--- config.mk ---
export PLATFORM = sky130hd
export DESIGN_NAME = mindy_frame_builder_flat
export DESIGN_NICKNAME = d
export VERILOG_FILES = /design/src/rtl/mindy_frame_builder_if.sv /design/src/rtl/mindy_frame_builder.sv /design/src/flat_wrapper.sv
export SDC_FILE = /design/constraint.sdc
export NUM_CORES = 2
export LEC_CHECK = 0
export BUFFER_PORTS_ARGS = -buffer_cell sky130_fd_sc_hd__buf_2
export CORE_AREA = 2 2 612 614
export DETAILED_ROUTE_END_ITERATION = 7
export DIE_AREA = 0 0 614 616
export HOLD_SLACK_MARGIN = 0.12
export PLACE_DENSITY = 0.35
export SYNTH_ARGS = -nofsm -noshare
export SYNTH_HDL_FRONTEND = slang
export SYNTH_SLANG_ARGS = --single-unit
--- constraint.sdc ---
create_clock -name clk -period 30.6 [get_ports clk]
set_clock_uncertainty 0.1 [all_clocks]
set_input_delay 3.06 -clock clk [delete_from_list [all_inputs] [get_ports clk]]
set_output_delay 3.06 -clock clk [all_outputs]
set_load 0.005 [all_outputs]
--- src/rtl/mindy_frame_builder_if.sv ---
// Bundle of the three streams around mindy_frame_builder.
//   AXIS_IN_*      raw data beats into the frame builder
//   AXIS_FD_OUT_*  registered frame-data beats out of the frame builder
//   AXIS_MD_OUT_*  one meta-data beat per completed frame
// Modport master is the frame-builder side (it masters the FD/MD streams and
// owns IN_TREADY); modport slave is the surrounding environment.
interface mindy_frame_builder_if #(
  parameter int DATA_WBITS = 512
);
  logic [DATA_WBITS-1:0] AXIS_IN_TDATA;
  logic                  AXIS_IN_TVALID;
  logic                  AXIS_IN_TREADY;
  logic [DATA_WBITS-1:0] AXIS_FD_OUT_TDATA;
  logic                  AXIS_FD_OUT_TVALID;
  logic                  AXIS_FD_OUT_TREADY;
  logic [DATA_WBITS-1:0] AXIS_MD_OUT_TDATA;
  logic                  AXIS_MD_OUT_TVALID;
  logic                  AXIS_MD_OUT_TREADY;

  modport master (
    input  AXIS_IN_TDATA, AXIS_IN_TVALID, AXIS_FD_OUT_TREADY, AXIS_MD_OUT_TREADY,
    output AXIS_IN_TREADY, AXIS_FD_OUT_TDATA, AXIS_FD_OUT_TVALID,
           AXIS_MD_OUT_TDATA, AXIS_MD_OUT_TVALID
  );

  modport slave (
    output AXIS_IN_TDATA, AXIS_IN_TVALID, AXIS_FD_OUT_TREADY, AXIS_MD_OUT_TREADY,
    input  AXIS_IN_TREADY, AXIS_FD_OUT_TDATA, AXIS_FD_OUT_TVALID,
           AXIS_MD_OUT_TDATA, AXIS_MD_OUT_TVALID
  );
endinterface

--- src/rtl/mindy_frame_builder.sv ---
// mindy_frame_builder: slices a continuous raw beat stream into frames of
// FRAME_BEATS beats, forwards every beat through a single-entry FD register and
// emits one MD beat per completed frame carrying
//   [31:0] frame number, [63:32] start timestamp, [95:64] end timestamp.
// Ports:
//   clk          sole clock
//   reset        asynchronous, active-high
//   bus          mindy_frame_builder_if.master (IN / FD_OUT / MD_OUT streams)
//   frames_done  count of MD beats handed downstream, wraps at 32 bits
module mindy_frame_builder #(
  parameter int DATA_WBITS  = 512,
  parameter int FRAME_BEATS = 64
) (
  input  logic                         clk,
  input  logic                         reset,
  mindy_frame_builder_if.master        bus,
  output logic [31:0]                  frames_done
);

  localparam int CNT_W = (FRAME_BEATS > 1) ? $clog2(FRAME_BEATS) : 1;

  logic [31:0]           ts;
  logic [CNT_W-1:0]      beat_cnt;
  logic [31:0]           frame_num;
  logic [31:0]           start_ts;

  logic [DATA_WBITS-1:0] fd_data_p1;
  logic                  fd_vld_p1;
  logic [DATA_WBITS-1:0] md_data_p1;
  logic                  md_vld_p1;

  logic                  fd_free;
  logic                  md_free;
  logic                  last_beat;
  logic                  first_beat;
  logic                  in_ready;
  logic                  in_hs;
  logic                  md_hs;
  logic [DATA_WBITS-1:0] md_word;

  assign fd_free    = !fd_vld_p1 || bus.AXIS_FD_OUT_TREADY;
  assign md_free    = !md_vld_p1 || bus.AXIS_MD_OUT_TREADY;
  assign last_beat  = (beat_cnt == CNT_W'(FRAME_BEATS - 1));
  assign first_beat = (beat_cnt == '0);
  // Only the last beat of a frame needs room in the MD register; earlier beats
  // keep flowing while a previous frame's MD beat waits downstream.
  assign in_ready   = !reset && fd_free && (!last_beat || md_free);
  assign in_hs      = in_ready && bus.AXIS_IN_TVALID;
  assign md_hs      = md_vld_p1 && bus.AXIS_MD_OUT_TREADY;

  // With a one-beat frame the start timestamp is captured in the same cycle
  // the MD word is built, so take the live counter instead of start_ts.
  always_comb begin
    md_word        = '0;
    md_word[31:0]  = frame_num;
    md_word[63:32] = first_beat ? ts : start_ts;
    md_word[95:64] = ts;
  end

  always_ff @(posedge clk or posedge reset) begin
    if (reset) begin
      ts <= '0;
    end else begin
      ts <= ts + 32'd1;
    end
  end

  // Stage p0 -> p1: frame position tracking and start timestamp capture
  always_ff @(posedge clk or posedge reset) begin
    if (reset) begin
      beat_cnt <= '0;
      start_ts <= '0;
    end else if (in_hs) begin
      if (first_beat) start_ts <= ts;
      if (last_beat) beat_cnt <= '0;
      else           beat_cnt <= beat_cnt + 1'b1;
    end
  end

  // Stage p1: frame-data output register
  always_ff @(posedge clk or posedge reset) begin
    if (reset) begin
      fd_data_p1 <= '0;
      fd_vld_p1  <= 1'b0;
    end else if (in_hs) begin
      fd_data_p1 <= bus.AXIS_IN_TDATA;
      fd_vld_p1  <= 1'b1;
    end else if (bus.AXIS_FD_OUT_TREADY) begin
      fd_vld_p1  <= 1'b0;
    end
  end

  // Stage p1: meta-data output register; a new load wins over a drain
  always_ff @(posedge clk or posedge reset) begin
    if (reset) begin
      md_data_p1 <= '0;
      md_vld_p1  <= 1'b0;
      frame_num  <= '0;
    end else if (in_hs && last_beat) begin
      md_data_p1 <= md_word;
      md_vld_p1  <= 1'b1;
      frame_num  <= frame_num + 32'd1;
    end else if (md_hs) begin
      md_vld_p1  <= 1'b0;
    end
  end

  always_ff @(posedge clk or posedge reset) begin
    if (reset) begin
      frames_done <= '0;
    end else if (md_hs) begin
      frames_done <= frames_done + 32'd1;
    end
  end

  assign bus.AXIS_IN_TREADY     = in_ready;
  assign bus.AXIS_FD_OUT_TDATA  = fd_data_p1;
  assign bus.AXIS_FD_OUT_TVALID = fd_vld_p1;
  assign bus.AXIS_MD_OUT_TDATA  = md_data_p1;
  assign bus.AXIS_MD_OUT_TVALID = md_vld_p1;

endmodule

--- src/flat_wrapper.sv ---
// flat-port wrapper written by rule: the top's interface ports become plain ports
module mindy_frame_builder_flat 
#(
  parameter int DATA_WBITS  = 512,
  parameter int FRAME_BEATS = 64
)
  (clk, reset, frames_done, bus_AXIS_IN_TDATA, bus_AXIS_IN_TVALID, bus_AXIS_FD_OUT_TREADY, bus_AXIS_MD_OUT_TREADY, bus_AXIS_IN_TREADY, bus_AXIS_FD_OUT_TDATA, bus_AXIS_FD_OUT_TVALID, bus_AXIS_MD_OUT_TDATA, bus_AXIS_MD_OUT_TVALID);
  mindy_frame_builder_if #(.DATA_WBITS(DATA_WBITS)) bus_i ();
  input  logic clk;
  input  logic reset;
  output logic [31:0] frames_done;
  input wire logic [$bits(bus_i.AXIS_IN_TDATA)-1:0] bus_AXIS_IN_TDATA;
  input wire logic [$bits(bus_i.AXIS_IN_TVALID)-1:0] bus_AXIS_IN_TVALID;
  input wire logic [$bits(bus_i.AXIS_FD_OUT_TREADY)-1:0] bus_AXIS_FD_OUT_TREADY;
  input wire logic [$bits(bus_i.AXIS_MD_OUT_TREADY)-1:0] bus_AXIS_MD_OUT_TREADY;
  output wire logic [$bits(bus_i.AXIS_IN_TREADY)-1:0] bus_AXIS_IN_TREADY;
  output wire logic [$bits(bus_i.AXIS_FD_OUT_TDATA)-1:0] bus_AXIS_FD_OUT_TDATA;
  output wire logic [$bits(bus_i.AXIS_FD_OUT_TVALID)-1:0] bus_AXIS_FD_OUT_TVALID;
  output wire logic [$bits(bus_i.AXIS_MD_OUT_TDATA)-1:0] bus_AXIS_MD_OUT_TDATA;
  output wire logic [$bits(bus_i.AXIS_MD_OUT_TVALID)-1:0] bus_AXIS_MD_OUT_TVALID;
  assign bus_i.AXIS_IN_TDATA = bus_AXIS_IN_TDATA;
  assign bus_i.AXIS_IN_TVALID = bus_AXIS_IN_TVALID;
  assign bus_i.AXIS_FD_OUT_TREADY = bus_AXIS_FD_OUT_TREADY;
  assign bus_i.AXIS_MD_OUT_TREADY = bus_AXIS_MD_OUT_TREADY;
  assign bus_AXIS_IN_TREADY = bus_i.AXIS_IN_TREADY;
  assign bus_AXIS_FD_OUT_TDATA = bus_i.AXIS_FD_OUT_TDATA;
  assign bus_AXIS_FD_OUT_TVALID = bus_i.AXIS_FD_OUT_TVALID;
  assign bus_AXIS_MD_OUT_TDATA = bus_i.AXIS_MD_OUT_TDATA;
  assign bus_AXIS_MD_OUT_TVALID = bus_i.AXIS_MD_OUT_TVALID;
  mindy_frame_builder #(.DATA_WBITS(DATA_WBITS), .FRAME_BEATS(FRAME_BEATS)) u_core (.clk(clk), .reset(reset), .bus(bus_i), .frames_done(frames_done));
endmodule
==> metrics.txt <==
status=complete, no violations; clock slew at reported path FFs=around 0.060 ns; Max Cap Viol=0; gr usage total=between 10% and 20%; Die ar.=approximately 380000 um^2; initial antenna violation count=roughly 150; R2R setup slack=between 20 and 25 ns; # setup viols final=0; CTS root buf=clkbuf_16; TritonCTS Sinks=around 740; post-synthesis xor/xnor area fraction=under 10%; synthesized flop and latch total=744; power per cell area=64.0 nW/um^2; global-route wire length before repair=271 mm; H-tree depth=3; Data arrival, critical path=between 8 and 9 ns; worst hold path type=flop to flop; ANT nets after route=0; area share of fa/ha/maj cells after synthesis=less than 1%; CP delay by family, top=buffers and inverters; setup_tns=0 ns; RSZ-0062 raised after global routing=false; most instantiated library cell after synthesis=nand2_1; CTS tree=done; crit-path max FO=between 100 and 150; total grt overflow=0; Syn Area/Cell=9.15 um^2; Initial Util=approximately 8.6%; Post-CTS Setup Repair Bufs=0; worst path cell trace=buf_2 -> inv_8 -> buf_4 -> buf_4 -> buf_4 -> buf_4 -> buf_4 -> buf_12; slowest cell delay on critical path=between 0.8 and 0.9 ns; largest net degree at the start of global routing=roughly 180; Yosys top cell by area=dfrtp_1; RR Endpoint=u_core.bus.AXIS_FD_OUT_TDATA[340]; Mapped Cells=3480; synthesized area=around 32000 um^2; worst skew pair latency=about 0.85 ns; Detailed Place HPWL=approximately 180 mm; Synth top area share=about three fifths; R2R Path Start=u_core.beat_cnt[3]; relative slew slack=a little over a quarter; Max IR drop VDD=between 0.00003 and 0.00004 V; # DRC=0; CP Depth=8; Routability Congestion=0.895; Setup crit end=u_core.bus.AXIS_FD_OUT_TDATA[141]; routed vias=27100; CP most frequent cell=buf_4; Die H=slightly above 600 um; WP data required=approximately 31 ns; CTS resizes=0; cts bufs inserted=101; CP max stage cell=buf_4; hold path startpoint=u_core.bus.AXIS_FD_OUT_TDATA[84]; fill count=43000; synth unique cells=35; Core Region=around 370000 um^2; post-synthesis sequential area ratio=58.4%; Via density=between 2 and 3; hold slack final=between 0.3 and 0.4 ns; Setup CP Type=primary input to async pin; DRT iter0 DRCs=around 1500; row count=between 200 and 250; Crit. Startpoint=reset; fmax=roughly 0.13 GHz; Port Buffer Count=about 1200; ranking of synthesized cells by area=dfrtp_1 (58%), nand2_1 (21%), buf_4 (9.8%); share of cells above drive strength 1=around 30%; Final Hold Viols=0; I/O Pins=1576; Post-Route WL=around 210 mm; Setup crit end kind=async pin; fin crit share=between 20 and 25%; Post-synth EDFFs=0; Synth Area in Simple Gates=between 20% and 30%; Slew @ Worst Pin=1.09 ns; Synth warnings=0; R2R depth=10; complex-gate fraction of the synthesized area=less than 1%; Post-synth ARST share=100%; worst-case clock buffer depth=4; Period minus WS final=between 7 and 8 ns; drt pass-1 iters=6; Nets=about 5100; Slew Limit Fails=0; ys flop type=dfrtp_1; Synth top cells by count=nand2_1 (1803), dfrtp_1 (744), buf_4 (416); critical path startpoint category=primary input; largest family of logic cells by synthesized area=simple AND/OR/NAND/NOR gates; DR WL/cell=between 20 and 25 um; Die X=between 600 and 700 um; multiplexer share of the synthesized area=~2.2%; vias in the first global route=roughly 27000; P&R area growth vs syn=43.1%; Hold-fix buffers, CTS=0; CP Buf/Inv Count=8; Leak=~0.024 uW
## placed cells by master (no fill, tap or decap), drive strengths merged
cell / n
a21oi: 1
and2: 6
and3: 15
and4: 11
buf: 1187
bufinv: 12
clkbuf: 140
clkinv: 20
clkinvlp: 5
conb: 416
dfrtp: 744
diode: 61
ha: 5
inv: 9
mux2: 33
mux2i: 33
nand2: 1803
nand2b: 3
nand3: 38
nand4: 26
nor2: 17
nor2b: 1
nor3: 12
nor4: 6
nor4bb: 1
o211a: 1
o21a: 1
o21ai: 38
or2: 2
or3: 3
or4: 3
xnor2: 68
xor2: 26
## registers in the layout (all words and copies together), names as in the netlist
register	cells
u_core.bus.AXIS_FD_OUT_TDATA	512
u_core.bus.AXIS_MD_OUT_TDATA	96
u_core.frame_num	32
u_core.frames_done	32
u_core.start_ts	32
u_core.ts	32
u_core.beat_cnt	6
u_core.bus.AXIS_FD_OUT_TVALID	1
u_core.bus.AXIS_MD_OUT_TVALID	1
## routing by layer
metal	vias to the layer above	global-route usage [%]	share of wire (%)
met5	-	0	0.12
met2	1137	19.6	51
li1	12200	-	-
met4	38	2.99	3.0
met3	354	3.26	7.3
met1	13300	12.0	38
## power breakdown
group / switching (uW) / internal [uW]
clock network: 512 / 761
registers: 73.1 / 1100
logic: 310 / 161
## tightest hold or removal path, stage by stage (launching register included)
cell and delay (ns):
dfrtp_1 0.33, nand2_1 0.05, nand2_1 0.05
## area by class of cell
class / instances / area, um^2 / area share [%]
Clock buffer: 140 / 2880 / 6.33
Timing Repair Buffer: 1187 / 6040 / 13.2
Antenna cell: 61 / 153 / 0.335
Multi-Input combinational cell: 2569 / 11000 / 24.2
Inverter: 6 / 30.0 / 0.0659
Tap cell: 4972 / 6220 / 13.6
Sequential cell: 744 / 18600 / 40.9
Clock inverter: 40 / 608 / 1.33
## stage by stage
stage	total power, uW	utilization, %	instances	setup slack, ns	area (um^2)
2_1_floorplan	1390	-	3895	6.54	33400
3_3_place_gp	1680	11.3	9478	22.11	41900
3_5_place_dp	1680	11.3	9478	21.97	41900
4_1_cts	2990	12.2	9658	22.90	45400
5_1_grt	3070	12.3	9688	22.29	45500
6_report	2920	12.3	9719	23.13	45600
## worst min-delay path by stage
stage | endpoint | slack, ns | cells past startpoint
2_1_floorplan | u_core.frame_num[31] | 0.35 | 1
3_3_place_gp | u_core.bus.AXIS_FD_OUT_TDATA[103] | 0.35 | 2
3_5_place_dp | u_core.bus.AXIS_FD_OUT_TDATA[477] | 0.36 | 2
4_1_cts | u_core.bus.AXIS_FD_OUT_TDATA[125] | 0.37 | 2
5_1_grt | u_core.bus.AXIS_MD_OUT_TDATA[66] | 0.39 | 2
6_report | u_core.bus.AXIS_FD_OUT_TDATA[84] | 0.37 | 2
## logic make-up (layout without fill, tap and decap cells)
family | Yosys count | in the layout
flops | 744 | 744
other cells | 1 | 477
xor+xnor | 94 | 94
simple gates | 1947 | 1947
fa+ha+maj | 5 | 5
mux | 66 | 66
buf+inv | 582 | 1373
compound gates | 41 | 41
Note: power is estimated with default switching activity, not from simulation.
